===== src/rtl/piso_reg_4b.sv =====
// Parallel-in, serial-out shift register: loads a word on LOAD, then shifts it
// out one bit per clock in the order selected by MSB_FIRST, filling with zeros.
module piso_reg_4b #(
   parameter int WIDTH     = 4,
   parameter bit MSB_FIRST = 1'b1
) (
   input  logic             clk,
   input  logic             rst,
   input  logic             LOAD,
   input  logic [WIDTH-1:0] D_in,
   output logic             serial_out
);

   logic [WIDTH-1:0] sreg;

   // Moves the next bit toward the output end; the vacated position reads 0.
   function automatic logic [WIDTH-1:0] shift_step(input logic [WIDTH-1:0] cur);
      logic [WIDTH-1:0] nxt;
      if (MSB_FIRST)
         nxt = cur << 1;
      else
         nxt = cur >> 1;
      return nxt;
   endfunction

   always_ff @(posedge clk) begin
      if (rst)
         sreg <= '0;
      else if (LOAD)
         sreg <= D_in;
      else
         sreg <= shift_step(sreg);
   end

   // Output taken straight from the register so no input reaches it combinationally.
   assign serial_out = MSB_FIRST ? sreg[WIDTH-1] : sreg[0];

endmodule


===== config.mk =====
export PLATFORM = sky130hd
export DESIGN_NAME = piso_reg_4b
export DESIGN_NICKNAME = d
export VERILOG_FILES = /design/src/rtl/piso_reg_4b.sv
export SDC_FILE = /design/constraint.sdc
export NUM_CORES = 1
export LEC_CHECK = 0
export BUFFER_PORTS_ARGS = -buffer_cell sky130_fd_sc_hd__buf_2
export CORE_AREA = 2 2 39 41
export CTS_CLUSTER_DIAMETER = 80
export DETAILED_ROUTE_END_ITERATION = 6
export DIE_AREA = 0 0 41 43
export GPL_TIMING_DRIVEN = 0
export PLACE_DENSITY = 0.3
export SLEW_MARGIN = 20
export SYNTH_ARGS = -nofsm -noshare
export SYNTH_HDL_FRONTEND = slang
export SYNTH_SLANG_ARGS = --single-unit

===== constraint.sdc =====
create_clock -name clk -period 0.8 [get_ports clk]
set_input_delay 0 -clock clk [delete_from_list [all_inputs] [get_ports clk]]
set_output_delay 0 -clock clk [all_outputs]
set_load 0.03 [all_outputs]

* Word-level counts from Yosys, hierarchy flattened
Cells that the tools add are included.
Storage, ports and cells: flip-flop bits (word level) 4, latch bits 0, memory bits (writable) 0, memory bits (read-only) 0, input bits 7, output and inout bits 1, word-level logic and storage cells 5, memories 0
Cells by class: add/sub/neg operators 0, multipliers 0, divide/modulo/power cells 0, magnitude comparators 0, eq/ne operators 0, shifts and indexed selects 0, muxes and demuxes 1, bitwise operators 1, reductions and logical operators 1
Operators by type and width (count):
- $mux W4 | 1
- $reduce_or A2 Y1 | 1
- $not A1 Y1 | 1

* Longest topological paths before layout
Gate-level depths: netlist of the first run.
depth in word-level cells 2, depth in mapped cells 2, gate-level depth less buffers 2

* Least setup slack after synthesis of the first run
OpenSTA, ideal clock, no wires.
path kind reg2reg, from register sreg[0], to register sreg[1], setup time 114 ps, arrival time 422 ps, data required time 686 ps, setup slack 264 ps, cell stages (with the launch flop) 3, buffers on the path 0, clock period less this slack 536 ps, cells stage by stage dfxtp_1 > mux2i_1 > nor2_1
On the way: longest elaborated chain between the ends 1
Ends and longest elaborated chain:
- start, declared | line 14 | logic [WIDTH-1:0] sreg;
- start signal, assigned | line 30 | sreg <= D_in;
- start signal, assigned | line 32 | sreg <= shift_step(sreg);
- $mux W4 | line 29 | else if (LOAD)
No other way between the ends. A chain may end at the register's enable or synchronous reset.

* Worst setup path after layout of the first run
from input rst, to register sreg[0]
On the way: longest elaborated chain between the ends 1
Ends and longest elaborated chain:
- start, declared | line 8 | input logic rst,
- $reduce_or A2 Y1 (no source line)
No other way between the ends.

==> metrics.txt, run 1 <==
run status finished clean; Worst Hold Depth 3; final period demand of the worst path between 700 and 800 ps; internal power contribution 404.8 uW; number of global-route vias before repair 120; routability-driven placement congestion ratio 0.6796; Sw Share 0.2167; placement-stage cell area 186.4 um^2; CP max FO 4; maximum ir drop on the vdd rail 0.4507 mV; clock network fraction of design power 0.495; max FFs per register 4; Gate Count Post-Synth 11; register ranked first by flip-flop count sreg; total power density per cell area 2360 nW/um^2; initial antenna violation count 0; TritonCTS sink count 4; clock-pin transition on the worst setup and hold timing paths 40 ps; # nets final 31; actual transition at the worst max-transition pin between 150 and 200 ps; Reg power frac 0.413; Num CTS Buffers 3; average detailed-routed wire length per instance 8.026 um; total negative slack for setup checks 0 ps; classification of the worst-slack hold path input pin to flop; cell area after synthesis ~130 um^2; Clk Latency, worst-skew pair 230 ps; layout cells sized above 1 0.5000; Inserted Diodes 0; share of the yosys chip area belonging to registers 0.6095; total overflow reported by the global router 0; Hold Path Sink sreg[2]; Gate power share 0.092; timing-limited maximum frequency about 1400 MHz; port buffer count 7; Max Transition Viols Final 0; initial standard-cell utilization of the core 0.09494; 1st-iter DRT viols 2; count of cell types in the netlist 4; required time worst endpoint 930 ps; wire length of the first global-routing pass 483 um; number of levels the H-tree was split into 1; buffer cell driving the clock tree root sky130_fd_sc_hd__clkbuf_4; launching point of the worst reg2reg path sreg[0]; setup bufs post-CTS 0; biggest registers after layout sreg (4); Period Utilization, post-route 0.8853; count of yosys warnings during synthesis 0; Core ar. between 1000 and 1500 um^2; aggregate global-route resource usage 0.04814; setup repair after global routing missed its margin false; height of the die 43 um; Via density 3.105; start-to-end type of the worst setup path input pin to flop; worst flop-to-flop path endpoint sreg[1]; number of ports placed on the die boundary 8; die area 1763 um^2; Die Wd 41 um; Hold Vio Cnt, Final 0; buffers from clock root to sink, at most 2; reported net switching power around 110 uW; placed cells 34; sort of element at the end of the critical path flop; final wirelength ~310 um; TritonCTS clock tree yes; arrival time worst endpoint 830 ps; remaining number of nets flagged by the antenna check after routing 0; Placement Rows 14; total via count after detailed routing 118; FF-to-FF setup slack 210 ps; iteration count of the initial detailed-routing pass 4; worst slew margin relative to its limit 0.8968; number of fill cells in the layout about 160; synthesized area divided by synthesized cell count 11.94 um^2; worst clock skew on the final layout 0.05590 ps; cell area after layout 219.0 um^2; pin count of the biggest net entering global routing 5; final setup violating endpoints 0; number of flip-flops and latches in the synthesized netlist 4; Hold Path Origin D_in[2]; Area growth syn-to-layout 66.67%; Maximum Capacitance Violations 0; critical path launch point type input pin; final core utilization 0.1582; worst r2r path cells 2; residual DRC count 0; leakage power summed over all cells 0.0001093 uW; final cell count without fillers 38; net count after synthesis 18
Yosys cell counts:
| cell type | count | share of area |
|---|---|---|
| sky130_fd_sc_hd__nor2_1 | 3 | 0.086 |
| sky130_fd_sc_hd__and3b_2 | 1 | 0.076 |
| sky130_fd_sc_hd__dfxtp_1 | 4 | 0.61 |
| sky130_fd_sc_hd__mux2i_1 | 3 | 0.23 |
power groups by stage:
stage | Sequential [uW] | Clock [uW] | Combinational, uW
finish | 213 | 256 | 47.4
global route | 215 | 275 | 53.1
CTS | 213 | 268 | 48.2
detailed placement | 216 | 0 | 44.4
global placement | 216 | 0 | 43.9
floorplan | 222 | 0 | 14.4
how the worst max path moves through the flow:
stage                  from  slack, ps  cells past startpoint         end
floorplan           sreg[0]        260                      2     sreg[1]
global placement    sreg[0]        210                      2     sreg[1]
detailed placement  sreg[0]        200                      2     sreg[1]
CTS                 sreg[3]         80                      1  serial_out
global route        sreg[3]         60                      1  serial_out
finish                  rst         90                      3     sreg[0]
kinds of logic after synthesis:
family	Yosys count	synth area share
muxes	3	0.2286
DFF	4	0.6095
and+or+nand+nor	4	0.1619
placed cells by master (no fill, tap or decap):
cell                            netlist  routed
sky130_fd_sc_hd__buf_2                0       7
sky130_fd_sc_hd__dfxtp_1              4       4
sky130_fd_sc_hd__mux2i_1              3       3
sky130_fd_sc_hd__nor2_1               3       3
sky130_fd_sc_hd__clkbuf_4             0       3
sky130_fd_sc_hd__and3b_2              1       1
sky130_fd_sc_hd__dlygate4sd3_1        0       1
repair_timing:
item,in CTS,in global routing
endpoints found under the setup margin,0,0
hold buffers,1,0
hold endpoints to repair,3,0
resized for setup,0,0
critical path, cell delays in order:
cell,delay [ps]
sky130_fd_sc_hd__dlygate4sd3_1,510
sky130_fd_sc_hd__buf_2,120
sky130_fd_sc_hd__and3b_2,200
cell type report:
class,count,area (um^2),area share
Tap cell,16,20.02,0.09143
Timing Repair Buffer,8,45.04,0.2057
Sequential cell,4,80.08,0.3657
Clock buffer,3,22.52,0.1029
Multi-Input combinational cell,7,51.30,0.2343
routing by layer:
layer  GRT usage  share of wire  routed length [um]  up-vias
met1     0.06090           0.44                 133       50
met5           0              0                   0        -
met2     0.04063           0.38                 116        9
met4     0.06000              0                   0        0
met3     0.03665           0.18                  55        0
li1            -              -                   -       59
through the flow:
step	hold slack, ps	worst slack, ps	total power (uW)
2_1_floorplan	72.38	264.1	236.6
3_3_place_gp	209.1	215.0	260.2
3_5_place_dp	206.0	202.4	260.8
4_1_cts	0.6874	82.64	529.4
5_1_grt	17.09	62.22	542.8
6_report	5.212	91.76	516.8
Note: power is estimated with default switching activity, not from simulation.
==> run 2: changes to the inputs <==
==> constraint.sdc (replaced) <==
create_clock -name clk -period 0.9 [get_ports clk]
set_input_delay 0.18 -clock clk [delete_from_list [all_inputs] [get_ports clk]]
set_output_delay 0.18 -clock clk [all_outputs]
set_load 0.03 [all_outputs]
==> run 2 against run 1 <==
Compared with the run above:
- hold slack better by 140 ps
- die area unchanged
- register-to-register slack better by 100 ps
- final cell count down 2.6%
- clock power down 11%
- combinational power down 15%
- sequential cell count unchanged
- final area down 3.4%
- critical path type is now flop to output port
- critical endpoint is now serial_out
==> metrics.txt, run 2 (synthesis results as in run 1) <==
Period Utilization, post-route 0.9527; Inserted Diodes 0 (unchanged); Max Transition Viols Final 0 (unchanged); aggregate global-route resource usage 0.04614 (-0.002006); run status finished clean; number of ports placed on the die boundary 8 (unchanged); CP max FO 1 (-3); number of levels the H-tree was split into 1 (unchanged); most common cell after layout, fill and taps aside sky130_fd_sc_hd__buf_2; CP bufs+invs 1 (-1); worst slew margin relative to its limit 0.8968 (unchanged); critical path launch point type flop; cell breakdown of the critical path buf_4; worst clock skew on the final layout 0.07616 ps (+0.02026 ps); max FFs per register 4 (unchanged); Via density 3.081 (-0.78%); total overflow reported by the global router 0 (unchanged); area occupied by registers 80.08 um^2 (unchanged); final period demand of the worst path 857.5 ps; Hold Path Sink sreg[2]; kind of cell with the highest combined delay on the critical path flip-flops; crit path max-delay cell type sky130_fd_sc_hd__dfxtp_1; number of fill cells in the layout 163 (unchanged); biggest registers after layout sreg (4); Die Wd 41 um (unchanged); Hold Path Origin rst; FF-to-FF setup slack 310 ps (+100 ps); iteration count of the initial detailed-routing pass 4 (unchanged); worst flop-to-flop path endpoint sreg[1]; launching point of the worst reg2reg path sreg[0]; port buffer count 7 (unchanged); classification of the worst-slack hold path input pin to flop; buffer cell driving the clock tree root sky130_fd_sc_hd__clkbuf_4; layout cells sized above 1 0.5238 (+0.02381); timing-limited maximum frequency 1166 MHz; Num CTS Buffers 3 (unchanged); clock-pin transition on the worst setup and hold timing paths 40 ps (about the same); power after layout 457.9 uW (-11%); TritonCTS clock tree yes; register ranked first by flip-flop count sreg; initial standard-cell utilization of the core 0.09494 (unchanged); total negative slack for setup checks 0 ps (unchanged); worst r2r path cells 2 (unchanged); post-cts hold buffer count 0 (-1); residual DRC count 0 (unchanged); area taken by multi-input logic gates 51.30 um^2 (unchanged); Area growth syn-to-layout 60.95%; routability-driven placement congestion ratio 0.6796 (unchanged); start-to-end type of the worst setup path flop to output port; final wirelength 295 um (-3.3%); sort of element at the end of the critical path output port; 1st-iter DRT viols 2 (unchanged); total power density per cell area 2165 nW/um^2 (-8.3%); pin count of the biggest net entering global routing 5 (unchanged); # nets final 30 (-3.2%); top library cells by usage in the layout, fill and taps aside 6 x sky130_fd_sc_hd__buf_2, 4 x sky130_fd_sc_hd__dfxtp_1, 3 x sky130_fd_sc_hd__mux2i_1, 3 x sky130_fd_sc_hd__nor2_1, 3 x sky130_fd_sc_hd__clkbuf_4; setup bufs post-CTS 0 (unchanged); buffers from clock root to sink, at most 2 (unchanged); Clk Latency, worst-skew pair 230 ps (about the same); final setup violating endpoints 0 (unchanged); CP Depth 1 (-2); total via count after detailed routing 114 (-3.4%); height of the die 43 um (unchanged); wire length of the first global-routing pass 455 um (-5.8%); die area 1763 um^2 (unchanged); Placement Rows 14 (unchanged); actual transition at the worst max-transition pin 150.5 ps (unchanged); Maximum Capacitance Violations 0 (unchanged); number of global-route vias before repair 112 (-6.7%); required time worst endpoint 720 ps (-210 ps); Worst Hold Depth 2 (-1); maximum cell stage delay along the critical path 300 ps (-210 ps); setup repair after global routing missed its margin false; average detailed-routed wire length per instance 7.973 um (-0.66%); remaining number of nets flagged by the antenna check after routing 0 (unchanged); leakage power summed over all cells 0.0001053 uW (-3.6%); initial antenna violation count 0 (unchanged); Core ar. 1384 um^2 (unchanged); TritonCTS sink count 4 (unchanged); maximum ir drop on the vdd rail 0.4120 mV (-8.6%); arrival time worst endpoint 680 ps (-150 ps); Hold Vio Cnt, Final 0 (unchanged)
==> run 2: metrics by stage <==
| stage | setup WS [ps] | cells | util | hold WS (ps) | area (um^2) |
|---|---|---|---|---|---|
| 2_1_floorplan | 260.7 | 11 | - | 252.4 | 131.4 |
| 3_3_place_gp | 203.1 | 34 | 0.1347 | 389.1 | 186.4 |
| 3_5_place_dp | 183.1 | 34 | 0.1347 | 386.0 | 186.4 |
| 4_1_cts | 2.645 | 37 | 0.1510 | 137.0 | 209.0 |
| 5_1_grt | 14.38 | 37 | 0.1528 | 147.3 | 211.5 |
| 6_report | 42.53 | 37 | 0.1528 | 144.2 | 211.5 |
==> run 2: worst max-delay path by stage <==
stage,from,endpoint,slack (ps)
after global placement,LOAD,sreg[1],200
after floorplan,sreg[3],serial_out,260
after detailed placement,LOAD,sreg[1],180
final,sreg[3],serial_out,40
after CTS,sreg[3],serial_out,3
after global routing,sreg[3],serial_out,10
==> run 2: area by class of cell <==
class | instances | area share
Clock buffer | 3 | 0.1065
Multi-Input combinational cell | 7 | 0.2426
Sequential cell | 4 | 0.3787
Tap cell | 16 | 0.09467
Timing Repair Buffer | 7 | 0.1775
==> run 2: timing repair <==
item	in CTS	in global routing
gates resized for setup	0	2
endpoints found under the hold margin	0	0
setup endpoints to repair	0	1
==> run 2: where the power goes <==
part | internal (uW) | switching [uW] | total (uW)
clock network | 150 | 78.1 | 228
registers | 187 | 2.25 | 190
logic | 21.5 | 19.0 | 40.5
==> run 2: per-layer routing <==
metal	track usage	vias to the layer above	share of wire
met5	0	-	0
met4	0.06000	0	0
met3	0.03665	0	0.19
met2	0.03438	9	0.36
met1	0.06090	48	0.44
li1	-	57	-
